### config.mk
export PLATFORM = sky130hd
export DESIGN_NAME = axi_burst_read_engine_flat
export DESIGN_NICKNAME = d
export VERILOG_FILES = /design/src/rtl/axi_burst_read_engine_pkg.sv /design/src/rtl/axi_burst_read_engine_if.sv /design/src/rtl/axi_burst_read_engine.sv /design/src/flat_wrapper.sv
export SDC_FILE = /design/constraint.sdc
export NUM_CORES = 1
export LEC_CHECK = 0
export CAP_MARGIN = 0
export CORE_ASPECT_RATIO = 1.5
export CORE_MARGIN = 2
export CORE_UTILIZATION = 45
export DETAILED_ROUTE_END_ITERATION = 8
export DONT_BUFFER_PORTS = 1
export PLACE_DENSITY = 0.7
export SYNTH_ARGS = -nofsm -noshare
export SYNTH_HDL_FRONTEND = slang
export SYNTH_SLANG_ARGS = --single-unit
export TNS_END_PERCENT = 10
### constraint.sdc
create_clock -name clk -period 3.8 [get_ports clk]
set_clock_uncertainty 0.15 [all_clocks]
set_input_delay 1.14 -clock clk [delete_from_list [all_inputs] [get_ports clk]]
set_output_delay 1.14 -clock clk [all_outputs]
set_load 0.02 [all_outputs]
### src/rtl/axi_burst_read_engine_pkg.sv
// Encodings and FSM states shared by the AXI burst read and write engines.
package axi_burst_read_engine_pkg;

   typedef enum logic [2:0] {
      StIdle,
      StPrep,
      StAr,
      StR,
      StDone
   } state_e;

   localparam logic [1:0] AxiBurstIncr  = 2'b01;
   localparam logic [1:0] AxiRespOkay   = 2'b00;
   localparam logic [1:0] AxiRespSlvErr = 2'b10;

endpackage

### src/rtl/axi_burst_read_engine_if.sv
// AXI4 bus bundle used by the burst engines; the write channels are tied off by readers.
interface axi_burst_read_engine_if #(
   parameter int unsigned AddrWidth = 64,
   parameter int unsigned DataWidth = 32,
   parameter int unsigned IdWidth   = 4
) ();

   logic [AddrWidth-1:0] araddr;
   logic [IdWidth-1:0]   arid;
   logic [7:0]           arlen;
   logic [2:0]           arsize;
   logic [1:0]           arburst;
   logic                 arvalid;
   logic                 arready;
   logic [DataWidth-1:0] rdata;
   logic [IdWidth-1:0]   rid;
   logic [1:0]           rresp;
   logic                 rlast;
   logic                 rvalid;
   logic                 rready;
   logic                 awvalid;
   logic                 wvalid;
   logic                 bready;

   modport master (
      output araddr, arid, arlen, arsize, arburst, arvalid, rready, awvalid, wvalid, bready,
      input  arready, rdata, rid, rresp, rlast, rvalid
   );

   modport slave (
      input  araddr, arid, arlen, arsize, arburst, arvalid, rready, awvalid, wvalid, bready,
      output arready, rdata, rid, rresp, rlast, rvalid
   );

endinterface

### src/rtl/axi_burst_read_engine.sv
// Reads data_size words from AXI in INCR bursts of up to AXIMaxBurstLen beats and
// writes them into a local buffer starting at data_ptr.
module axi_burst_read_engine
   import axi_burst_read_engine_pkg::*;
#(
   parameter int unsigned BufferDataWidth = 32,
   parameter int unsigned BufferAddrWidth = 10,
   parameter int unsigned AXIAddrWidth    = 64,
   parameter int unsigned AXIDataWidth    = 32,
   parameter int unsigned AXIIDWidth      = 4,
   parameter int unsigned AXIMaxBurstLen  = 64
) (
   input  logic                       clk,
   input  logic                       reset_n,
   input  logic                       start_valid,
   output logic                       start_ready,
   output logic                       done_valid,
   input  logic                       done_ready,
   input  logic [BufferAddrWidth-1:0] data_ptr,
   input  logic [BufferAddrWidth-1:0] data_size,
   input  logic [AXIAddrWidth-1:0]    axi_offset,
   output logic                       error,
   output logic [BufferAddrWidth-1:0] buffer_addr,
   output logic [BufferDataWidth-1:0] buffer_data,
   output logic                       buffer_ce,
   output logic                       buffer_we,
   axi_burst_read_engine_if.master    axi
);

   localparam int unsigned LenW = 9;
   localparam logic [BufferAddrWidth-1:0] MaxLen     = BufferAddrWidth'(AXIMaxBurstLen);
   localparam logic [BufferAddrWidth-1:0] One        = BufferAddrWidth'(1);
   localparam logic [LenW-1:0]            MaxLenL    = LenW'(AXIMaxBurstLen);
   localparam logic [7:0]                 FullArlen  = 8'(AXIMaxBurstLen - 1);
   localparam logic [AXIAddrWidth-1:0]    BurstBytes = AXIAddrWidth'(AXIMaxBurstLen * AXIDataWidth / 8);
   localparam logic [2:0]                 ArSize     = 3'($clog2(AXIDataWidth / 8));

   state_e                     state_q, state_d;
   logic [BufferAddrWidth-1:0] ptr_q, ptr_d, size_q, size_d;
   logic [BufferAddrWidth-1:0] batches_q, batches_d, batch_q, batch_d, word_q, word_d;
   logic [LenW-1:0]            last_len_q, last_len_d;
   logic [7:0]                 beat_q, beat_d;
   logic [AXIAddrWidth-1:0]    araddr_q, araddr_d;
   logic                       error_q, error_d;

   logic [BufferAddrWidth-1:0] rem;
   logic [7:0]                 arlen;
   logic                       last_batch, beat_fire, burst_end, beat_err;

   assign rem        = size_q % MaxLen;
   assign last_batch = (batch_q == batches_q - One);
   assign arlen      = last_batch ? 8'(last_len_q - LenW'(1)) : FullArlen;
   assign beat_fire  = (state_q == StR) && axi.rvalid;
   assign burst_end  = beat_fire && (beat_q == arlen);
   // Beat counting, not rlast, decides burst end; a bad rlast only flags the error.
   assign beat_err   = (axi.rresp != AxiRespOkay) || (axi.rlast != (beat_q == arlen)) ||
                       (axi.rid != '0);

   always_comb begin
      state_d    = state_q;
      ptr_d      = ptr_q;
      size_d     = size_q;
      batches_d  = batches_q;
      batch_d    = batch_q;
      word_d     = word_q;
      last_len_d = last_len_q;
      beat_d     = beat_q;
      araddr_d   = araddr_q;
      error_d    = error_q;
      unique case (state_q)
         StIdle: begin
            if (start_valid) begin
               ptr_d    = data_ptr;
               size_d   = data_size;
               araddr_d = axi_offset;
               error_d  = 1'b0;
               state_d  = StPrep;
            end
         end
         StPrep: begin
            batches_d  = (size_q / MaxLen) + ((rem != '0) ? One : '0);
            last_len_d = (rem == '0) ? MaxLenL : LenW'(rem);
            batch_d    = '0;
            word_d     = '0;
            state_d    = (size_q == '0) ? StDone : StAr;
         end
         StAr: begin
            if (axi.arready) begin
               beat_d  = '0;
               state_d = StR;
            end
         end
         StR: begin
            if (beat_fire) begin
               word_d = word_q + One;
               beat_d = beat_q + 8'd1;
               if (beat_err) error_d = 1'b1;
               if (burst_end) begin
                  araddr_d = araddr_q + BurstBytes;
                  if (last_batch) begin
                     state_d = StDone;
                  end else begin
                     batch_d = batch_q + One;
                     state_d = StAr;
                  end
               end
            end
         end
         StDone: begin
            if (done_ready) state_d = StIdle;
         end
         default: state_d = StIdle;
      endcase
   end

   always_ff @(posedge clk or negedge reset_n) begin
      if (!reset_n) begin
         state_q    <= StIdle;
         ptr_q      <= '0;
         size_q     <= '0;
         batches_q  <= '0;
         batch_q    <= '0;
         word_q     <= '0;
         last_len_q <= '0;
         beat_q     <= '0;
         araddr_q   <= '0;
         error_q    <= 1'b0;
      end else begin
         state_q    <= state_d;
         ptr_q      <= ptr_d;
         size_q     <= size_d;
         batches_q  <= batches_d;
         batch_q    <= batch_d;
         word_q     <= word_d;
         last_len_q <= last_len_d;
         beat_q     <= beat_d;
         araddr_q   <= araddr_d;
         error_q    <= error_d;
      end
   end

   assign start_ready = (state_q == StIdle);
   assign done_valid  = (state_q == StDone);
   assign error       = error_q;
   assign buffer_ce   = beat_fire;
   assign buffer_we   = beat_fire;
   assign buffer_addr = ptr_q + word_q;
   assign buffer_data = axi.rdata;

   assign axi.araddr  = araddr_q;
   assign axi.arid    = {AXIIDWidth{1'b0}};
   assign axi.arlen   = arlen;
   assign axi.arsize  = ArSize;
   assign axi.arburst = AxiBurstIncr;
   assign axi.arvalid = (state_q == StAr);
   assign axi.rready  = (state_q == StR);
   assign axi.awvalid = 1'b0;
   assign axi.wvalid  = 1'b0;
   assign axi.bready  = 1'b0;

endmodule

### src/flat_wrapper.sv
// flat-port wrapper written by rule: the top's interface ports become plain ports
module axi_burst_read_engine_flat import axi_burst_read_engine_pkg::*;
#(
   parameter int unsigned BufferDataWidth = 32,
   parameter int unsigned BufferAddrWidth = 10,
   parameter int unsigned AXIAddrWidth    = 64,
   parameter int unsigned AXIDataWidth    = 32,
   parameter int unsigned AXIIDWidth      = 4,
   parameter int unsigned AXIMaxBurstLen  = 64
)
  (clk, reset_n, start_valid, start_ready, done_valid, done_ready, data_ptr, data_size, axi_offset, error, buffer_addr, buffer_data, buffer_ce, buffer_we, axi_araddr, axi_arid, axi_arlen, axi_arsize, axi_arburst, axi_arvalid, axi_rready, axi_awvalid, axi_wvalid, axi_bready, axi_arready, axi_rdata, axi_rid, axi_rresp, axi_rlast, axi_rvalid);
  axi_burst_read_engine_if #(.AddrWidth(64), .DataWidth(32), .IdWidth(4)) axi_i ();
  input  logic clk;
  input  logic reset_n;
  input  logic start_valid;
  output logic start_ready;
  output logic done_valid;
  input  logic done_ready;
  input  logic [BufferAddrWidth-1:0] data_ptr;
  input  logic [BufferAddrWidth-1:0] data_size;
  input  logic [AXIAddrWidth-1:0] axi_offset;
  output logic error;
  output logic [BufferAddrWidth-1:0] buffer_addr;
  output logic [BufferDataWidth-1:0] buffer_data;
  output logic buffer_ce;
  output logic buffer_we;
  output wire logic [$bits(axi_i.araddr)-1:0] axi_araddr;
  output wire logic [$bits(axi_i.arid)-1:0] axi_arid;
  output wire logic [$bits(axi_i.arlen)-1:0] axi_arlen;
  output wire logic [$bits(axi_i.arsize)-1:0] axi_arsize;
  output wire logic [$bits(axi_i.arburst)-1:0] axi_arburst;
  output wire logic [$bits(axi_i.arvalid)-1:0] axi_arvalid;
  output wire logic [$bits(axi_i.rready)-1:0] axi_rready;
  output wire logic [$bits(axi_i.awvalid)-1:0] axi_awvalid;
  output wire logic [$bits(axi_i.wvalid)-1:0] axi_wvalid;
  output wire logic [$bits(axi_i.bready)-1:0] axi_bready;
  input wire logic [$bits(axi_i.arready)-1:0] axi_arready;
  input wire logic [$bits(axi_i.rdata)-1:0] axi_rdata;
  input wire logic [$bits(axi_i.rid)-1:0] axi_rid;
  input wire logic [$bits(axi_i.rresp)-1:0] axi_rresp;
  input wire logic [$bits(axi_i.rlast)-1:0] axi_rlast;
  input wire logic [$bits(axi_i.rvalid)-1:0] axi_rvalid;
  assign axi_araddr = axi_i.araddr;
  assign axi_arid = axi_i.arid;
  assign axi_arlen = axi_i.arlen;
  assign axi_arsize = axi_i.arsize;
  assign axi_arburst = axi_i.arburst;
  assign axi_arvalid = axi_i.arvalid;
  assign axi_rready = axi_i.rready;
  assign axi_awvalid = axi_i.awvalid;
  assign axi_wvalid = axi_i.wvalid;
  assign axi_bready = axi_i.bready;
  assign axi_i.arready = axi_arready;
  assign axi_i.rdata = axi_rdata;
  assign axi_i.rid = axi_rid;
  assign axi_i.rresp = axi_rresp;
  assign axi_i.rlast = axi_rlast;
  assign axi_i.rvalid = axi_rvalid;
  axi_burst_read_engine #(.BufferDataWidth(BufferDataWidth), .BufferAddrWidth(BufferAddrWidth), .AXIAddrWidth(AXIAddrWidth), .AXIDataWidth(AXIDataWidth), .AXIIDWidth(AXIIDWidth), .AXIMaxBurstLen(AXIMaxBurstLen)) u_core (.clk(clk), .reset_n(reset_n), .start_valid(start_valid), .start_ready(start_ready), .done_valid(done_valid), .done_ready(done_ready), .data_ptr(data_ptr), .data_size(data_size), .axi_offset(axi_offset), .error(error), .buffer_addr(buffer_addr), .buffer_data(buffer_data), .buffer_ce(buffer_ce), .buffer_we(buffer_we), .axi(axi_i));
endmodule
## Yosys cells after proc, flatten, opt, wreduce, memory -nomap -nowiden

Cells that the tools add are included.
Widths: inputs -> output; s select.

| word-level totals | value |
|---|---|
| register bits after elaboration | 133 |
| input bits | 129 |
| output and inout bits | 133 |
| logic and storage cells | 80 |

| cells by class | value |
|---|---|
| add/subtract/negate cells | 8 |
| equal/unequal tests | 14 |
| mux-type cells | 28 |
| reduce and logical (&&, ||, !) cells | 20 |

Operators with widths:

| cell | count |
|---|---|
| $mux 64 | 3 |
| $pmux 64 s2 | 1 |
| $add 64x9->64 const B | 1 |
| $mux 10 | 4 |
| $pmux 10 s2 | 2 |
| $mux 8 | 3 |
| $mux 3 | 7 |
| $add 10x1->10 const B | 2 |
| $logic_not 10->1 | 2 |
| $pmux 8 s2 | 1 |
| $pmux 3 s5 | 1 |
| $reduce_and 4->1 | 3 |
| $add 10x10->10 | 1 |
| $add 4x10->10 | 1 |
| $eq 10x10->1 | 1 |
| $ne 2x1->1 const B | 5 |
| $reduce_bool 10->1 | 1 |
| $sub 10x1->10 const B | 1 |
| $add 8x1->8 const B | 1 |
| $eq 8x8->1 | 1 |
| $reduce_bool 2->1 | 4 |
| $sub 7x1->8 const B | 1 |
| $mux 7 | 1 |
| $eq 3x2->1 const B | 2 |
| other kinds (13) | 20 |

## Longest topological paths before layout

Gate-level depths: netlist (run 1).

| logic depth | value |
|---|---|
| depth after elaboration | 10 |
| gate-level depth with buffers | 15 |

## Least setup slack after synthesis (run 1)

Ideal clock, no wire load.

| timing | value |
|---|---|
| kind | register -> register |
| from | register u_core.batches_q[0] |
| to | register u_core.araddr_q[54], in the netlist u_core.axi.araddr[54] |
| setup time | 0.121 ns |
| data arrival time | 3.443 ns |
| required time | 3.529 ns |
| path slack | 0.086 ns |
| cell stages (with the launch flop) | 15 |
| path through | dfrtp_1 -> inv_1 -> ha_1 -> nor3b_1 -> ha_1 -> xnor2_1 -> nor4_1 -> o211ai_2 -> or3_1 -> a22o_1 -> or4_4 -> and2_4 -> buf_6 -> buf_6 -> o22a_1 |

| on the way | value |
|---|---|
| cells in the longest elaborated chain, start to end | 7 |

RTL lines:

| item | RTL line | text |
|---|---|---|
| start: declaration | axi_burst_read_engine.sv:40 | `logic [BufferAddrWidth-1:0] batches_q, batches_d, batch_q, batch_d, word_q, word_d;` |
| start signal: assignment | axi_burst_read_engine.sv:132 | `batches_q <= batches_d;` |
| $sub 10x1->10 | axi_burst_read_engine.sv:51 | `assign last_batch = (batch_q == batches_q - One);` |
| $eq 10x10->1 | axi_burst_read_engine.sv:51 |  |
| $mux 8 | axi_burst_read_engine.sv:52 | `assign arlen = last_batch ? 8'(last_len_q - LenW'(1)) : FullArlen;` |
| $eq 8x8->1 | axi_burst_read_engine.sv:54 | `assign burst_end = beat_fire && (beat_q == arlen);` |
| $logic_and 1x1->1 | axi_burst_read_engine.sv:54 |  |
| $ne 2x1->1 (no line) | -- |  |
| $reduce_and 4->1 (no line) | -- |  |
| end signal: assignment | axi_burst_read_engine.sv:137 | `araddr_q <= araddr_d;` |
| end: declaration | axi_burst_read_engine.sv:43 | `logic [AXIAddrWidth-1:0] araddr_q, araddr_d;` |

Every way passes these cells.
A chain may end at the register's enable or synchronous reset.

## Final worst setup path (run 1)

| timing | value |
|---|---|
| from | register u_core.batches_q[0] |
| to | output axi_arlen[7] |

| on the way | value |
|---|---|
| cells in the longest elaborated chain, start to end | 3 |

RTL lines:

| item | RTL line | text |
|---|---|---|
| $sub 10x1->10 | axi_burst_read_engine.sv:51 |  |
| $eq 10x10->1 | axi_burst_read_engine.sv:51 |  |
| $mux 8 | axi_burst_read_engine.sv:52 |  |
| end: declaration | flat_wrapper.sv:29 | `output wire logic [$bits(axi_i.arlen)-1:0] axi_arlen;` |

Every way passes these cells.

==> metrics.csv, run 1 <==
stage,metric,value,unit
pwr,Power Internal,2.63,mW
outcome,failing checks,negative setup slack,
pwr,part of the power in registers,0.425,
worst_setup_path,CP Capture Type,output port,
synth,Post-synth EDFFs,0,
clock_network,Inserted Clock Buffers,17,
clock_network,CTS tree,yes,
synth,main combinational cell family by area after synthesis,compound AO/OA/AOI/OAI gates,
synth,unique cell type count in the Yosys netlist,72,
worst_setup_path,largest fanout on the critical path,4,
synth,Synth Area in Compound Gates,0.217,
synth,synthesized cell area,8140,um^2
routing,DRC errors left,0,
sta,setup TNS,-603,ps
die,Die H,169,um
placed_design,post-detail-place hpwl,15.9,mm
sta,Max-slew headroom,0.452,
routing,wire per inst,20.6,um
worst_setup_path,WP buf/inv,3,
finish,share of the core filled with cells,0.508,
outcome,outcome,finished with violations,
routing,Via density,6.25,
die,DIE AREA,19200,um^2
sta,Period minus WS final,3890,ps
synth,Synth area leader,dfrtp_1,
synth,multiplexer share of the synthesized area,0.0463,
routing,drt initial violations,383,
synth,post-synthesis xor/xnor area fraction,0.0411,
pwr,clock power share,0.447,
routing,DR vias,7059,
clock_network,H-tree depth,4,
worst_setup_path,critical path type,reg -> out,
synth,most frequent cells after synthesis,"128 x dfrtp_1, 93 x a21oi_1, 82 x nor2_1",
finish,Synth-to-Final Area Change,11.6,%
synth,synth warn,0,
finish,Ant. Diodes,0,
pwr,P_sw,1.02,mW
clock_network,root buffer cell,clkbuf_16,
global_route,first-pass GRT wire length,36.6,mm
pwr,P_leak,4.11,nW
pwr,Sw Ratio,0.280,
die,initial core utilization,0.455,
clock_network,hold buffers post-CTS,0,
synth,sequential cell area fraction in the yosys report,0.394,
die,Rows,60,
worst_setup_path,"Data arrival, critical path",2600,ps
job,max cap viols,0,
finish,fraction of layout cells with a size suffix above 1,0.172,
sta,RSZ-0062 raised after global routing,true,
global_route,largest net degree at the start of global routing,129,
pwr,worst vdd ir,0.263,mV
pwr,pwr/cell area,402,nW/um^2
sta,worst-margin pin slew,816,ps
finish,final-stage net count,1049,
synth,Simple-Gate Fraction of Synth Area,0.189,
worst_setup_path,"CP delay by family, top",simple AND/OR/NAND/NOR gates,
synth,cell count after synthesis,913,
synth,Synth async-reset ratio,1.00,
global_route,initial antenna violation count,0,
die,I/O pins,262,
routing,DRT Wirelength,23.3,mm
sta,Max Transition Viols Final,0,
clock_network,"CTS clk-pin slew, worst paths",60,ps
worst_setup_path,CP Data Required Time,2510,ps
synth,synth top area cells,"dfrtp_1 39%, a21oi_1 5.7%, buf_4 4.2%",
worst_setup_path,max incr delay on CP,540,ps
worst_setup_path,Worst setup SP type,register,
pwr,combinational power share,0.128,
synth,Seq cells post-synth,128,
global_route,Overall Global Routing Usage,0.241,
placed_design,Final Wtd Congestion,0.879,
routing,TritonRoute pass-1 iters,5,
hold_path,hold crit path type,in -> async,
sta,Fmax,257,MHz
sta,setup violators final,11,
die,Core Box Area,17900,um^2
synth,Synth Area in Adders,0.0301,
global_route,vias in the first global route,7061,
synth,cell with the most instances after synthesis,dfrtp_1,
global_route,gr ovfl total,0,
placed_design,number of I/O port buffers,0,
sta,worst setup margin,-86.7,ps
clock_network,Worst-Skew Late Latency,430,ps
clock_network,clk sinks,128,
synth,ys flop type,dfrtp_1,
synth,synthesized area per cell,8.91,um^2
worst_setup_path,Worst path most repeated cell,buf_4,
worst_setup_path,"Slowest-stage cell, CP",or4_4,
sta,final hold vios,0,
worst_setup_path,worst path cell trace,buf_4 > buf_4 > or4_4 > nor3_2 > o211ai_2 > nor2_2 > buf_4 > and3_4,
sta,Final period util,1.02,
routing,Post-DRT Antenna Nets,0,
die,Die Wd,114,um
clock_network,clock buffer depth,2,
synth,share of the synthesized area in the top cell type,0.394,
-- cells by family (layout without fill, tap and decap cells) --
kind of cell | Yosys count | after routing
compound gates | 265 | 265
xor+xnor | 35 | 35
fa+ha+maj | 19 | 19
buf+inv | 118 | 108
flops | 128 | 128
mux | 34 | 34
other cells | 2 | 12
simple gates | 312 | 312
-- sequential cells by signal (all words and copies together) (netlist names) --
| signal | flops |
|---|---|
| u_core.beat_q | 8 |
| u_core.size_q | 10 |
| u_core.batches_q | 5 |
| u_core.word_q | 10 |
| u_core.error | 1 |
| u_core.last_len_q | 7 |
| u_core.axi.araddr | 64 |
| u_core.state_q | 3 |
| u_core.batch_q | 10 |
| u_core.ptr_q | 10 |
-- power groups by stage --
stage	Sequential [mW]	Clock (mW)	Combinational (mW)
floorplan	1.53	0	0.438
global placement	1.57	0	0.435
detailed placement	1.57	0	0.447
CTS	1.55	1.65	0.458
global route	1.56	1.71	0.522
finish	1.55	1.63	0.468
-- per-layer routing --
layer	up-vias	GRT usage	routed length, um
met4	0	0.128	1090
li1	3260	-	-
met3	79	0.0655	1570
met5	-	0	0
met2	282	0.415	12100
met1	3438	0.268	8540
-- cells in the final DEF (no fill, tap or decap), types with 5 or more instances in the layout --
cell / instances
nand2b_1: 7
nor4_1: 10
dfrtp_1: 127
ha_1: 15
o2bb2a_1: 25
xor2_1: 14
a21oi_1: 89
nor3_1: 19
mux2_2: 29
xnor2_1: 16
and2_1: 12
nand4_1: 13
inv_1: 20
clkinv_2: 7
o21ai_0: 24
buf_6: 9
clkbuf_16: 17
mux2i_1: 5
nor2_1: 81
and4_1: 5
o22a_1: 21
o22ai_1: 21
and3_1: 18
or3_1: 7
nand2_1: 72
buf_4: 42
nand2_2: 5
a31oi_1: 28
conb_1: 12
nand3_1: 31
-- stage by stage --
| step | worst slack (ps) | total power, mW | cell area (um^2) | hold slack, ps | instances |
|---|---|---|---|---|---|
| 6_report | -86.7 | 3.65 | 9080 | 261 | 1130 |
| 4_1_cts | -41.5 | 3.66 | 8980 | 248 | 1127 |
| 5_1_grt | -180 | 3.80 | 9080 | 249 | 1130 |
| 3_3_place_gp | 71.7 | 2.01 | 8230 | 336 | 1089 |
| 2_1_floorplan | 85.6 | 1.97 | 8180 | 306 | 923 |
| 3_5_place_dp | 61.9 | 2.02 | 8230 | 348 | 1089 |
-- cell type report --
type,instances,area [um^2]
Sequential cell,128,3200
Inverter,24,91.3
Clock buffer,20,467
Tap cell,217,272
Timing Repair Buffer,53,457
Fill cell,1677,8790
Clock inverter,11,114
Multi-Input combinational cell,677,4470
-- worst paths after layout --
check,start,end,slack (ps),cells after the start
max in group asynchronous,reset_n,u_core.beat_q[2],3020,0
min in group clk,u_core.size_q[3],u_core.last_len_q[3],360,2
worst max register to register,u_core.batches_q[0],u_core.axi.araddr[8],-10,12
worst min register to register,u_core.size_q[3],u_core.last_len_q[3],360,2
worst max-delay path,u_core.batches_q[0],axi_arlen[7],-90,8
worst min-delay path,reset_n,u_core.axi.araddr[2],260,0
-- timing repair --
action,in CTS,in global routing
endpoints found under the setup margin,12,57
setup buffers,7,3
gates resized for setup,31,18
pin swaps,9,4
(Power assumes the default switching activity.)
==> inputs of run 2 (changes only) <==
- CTS_BUF_LIST: not set -> sky130_fd_sc_hd__clkbuf_2
- SETUP_SLACK_MARGIN: not set -> 0.05
==> run 2 against run 1 <==
Against the previous run: the run ends with negative hold slack, negative setup slack left; sequential power hardly changed; cell count is 0.18% higher; sequential share of layout area is 1.3 points higher; critical endpoint is now axi_arlen[6]; largest power group is now registers.
==> metrics.csv, run 2 (same netlist as run 1, synthesis figures left out) <==
stage,metric,value,unit
finish,final-stage net count,1050,
clock_network,clk sinks,128,
clock_network,Inserted Clock Buffers,17,
worst_setup_path,max incr delay on CP,440,ps
finish,fraction of layout cells with a size suffix above 1,0.176,
sta,Fmax,235,MHz
placed_design,Place WS,61.9,ps
clock_network,H-tree depth,4,
die,Die H,169,um
sta,Fin Hold WS,-81.6,ps
worst_setup_path,Worst path most repeated cell,ha_4,
routing,Via density,6.20,
worst_setup_path,worst path cell trace,inv_2 > ha_4 > nor3b_4 > ha_4 > xnor2_2 > nor4_2 > o211ai_2 > buf_4 > nor3_4 > buf_6,
outcome,failing checks,"negative hold slack, negative setup slack",
worst_setup_path,CP Capture Type,output port,
finish,share of the core filled with cells,0.490,
sta,Period minus WS final,4250,ps
die,initial core utilization,0.455,
placed_design,Placed Area,8230,um^2
worst_setup_path,WP buf/inv,3,
worst_setup_path,"Slowest-stage cell, CP",dfrtp_1,
clock_network,CTS tree,yes,
die,I/O pins,262,
routing,DRT Wirelength,23.1,mm
routing,TritonRoute pass-1 iters,5,
sta,Final period util,1.12,
finish,Multi-input gate area,4500,um^2
finish,number of flip-flops under the largest register name,64,
sta,setup violators final,13,
global_route,Overall Global Routing Usage,0.239,
sta,worst setup margin,-450,ps
finish,"most common cell after layout, fill and taps aside",dfrtp_1,
worst_setup_path,Worst setup SP type,register,
global_route,largest net degree at the start of global routing,129,
clock_network,Worst-Skew Late Latency,710,ps
global_route,gr ovfl total,0,
worst_setup_path,"CP delay by family, top",simple AND/OR/NAND/NOR gates,
routing,Post-DRT Antenna Nets,0,
worst_setup_path,critical path type,reg -> out,
pwr,P_leak,3.94,nW
finish,FF/Latch Area,3200,um^2
job,max cap viols,0,
sta,final hold vios,121,
global_route,vias in the first global route,7073,
finish,Fill cells,1720,
worst_setup_path,largest fanout on the critical path,5,
die,Die Wd,114,um
die,Rows,60,
die,Core Box Area,17900,um^2
pwr,pwr/cell area,327,nW/um^2
finish,most frequent cells in the layout,"127 x dfrtp_1, 85 x a21oi_1, 81 x nor2_1",
routing,DRC errors left,0,
worst_setup_path,CP Data Required Time,2510,ps
global_route,first-pass GRT wire length,36.4,mm
outcome,outcome,finished with violations,
placed_design,Final Wtd Congestion,0.879,
hold_path,hold crit path type,in -> async,
sta,RSZ-0062 raised after global routing,true,
routing,DR vias,7022,
finish,Synth-to-Final Area Change,7.52,%
sta,Max Transition Viols Final,0,
finish,post-route design area,8750,um^2
routing,drt initial violations,438,
sta,Max-slew headroom,0.455,
placed_design,number of I/O port buffers,0,
die,DIE AREA,19200,um^2
routing,wire per inst,20.4,um
global_route,initial antenna violation count,1,
clock_network,"CTS clk-pin slew, worst paths",220,ps
pwr,worst vdd ir,0.147,mV
clock_network,clock buffer depth,2,
clock_network,root buffer cell,clkbuf_2,
sta,worst-margin pin slew,811,ps
placed_design,post-detail-place hpwl,15.9,mm
worst_setup_path,"Data arrival, critical path",2960,ps
run 2: cell type report:
class | count | area share
Sequential cell | 128 | 0.366
Timing Repair Buffer | 54 | 0.0535
Inverter | 24 | 0.0106
Antenna cell | 1 | 0.000286
Tap cell | 217 | 0.0310
Clock buffer | 17 | 0.00972
Multi-Input combinational cell | 677 | 0.514
Clock inverter | 14 | 0.0143
run 2: worst paths after layout:
| kind | slack, ps | cells after the start | from | endpoint |
|---|---|---|---|---|
| worst max-delay path | -450 | 10 | u_core.batches_q[0] | axi_arlen[6] |
| worst min-delay path | -80 | 0 | reset_n | u_core.axi.araddr[2] |
| worst max register to register | 20 | 13 | u_core.batches_q[0] | u_core.axi.araddr[8] |
| worst min register to register | 390 | 2 | u_core.size_q[3] | u_core.last_len_q[3] |
| max in group asynchronous | 3340 | 0 | reset_n | u_core.beat_q[0] |
| min in group clk | 390 | 2 | u_core.size_q[3] | u_core.last_len_q[3] |
run 2: per-layer routing:
metal	vias to the layer above	GRT usage	wire, um	part of all wire
met2	279	0.414	12000	0.52
met3	70	0.0684	1540	0.066
met4	0	0.126	1010	0.044
met5	-	0	0	0
li1	3253	-	-	-
met1	3420	0.265	8600	0.37
run 2: where the power goes:
part	internal, mW	switching, mW
Clock	0.284	0.539
Combinational	0.203	0.283
Sequential	1.43	0.119
run 2: metrics by stage:
stage	power (mW)	TNS [ps]	cells
global placement	2.01	0	1089
floorplan	1.97	0	923
CTS	2.86	-4820	1128
detailed placement	2.02	0	1089
global route	3.01	-7670	1132
finish	2.86	-4520	1132
run 2: timing repair:
action	4_1_cts	5_1_grt
endpoints found under the setup margin	15	73
pin swaps	9	23
gates resized for setup	33	23
buffers inserted	8	3
hold endpoints to repair	128	128
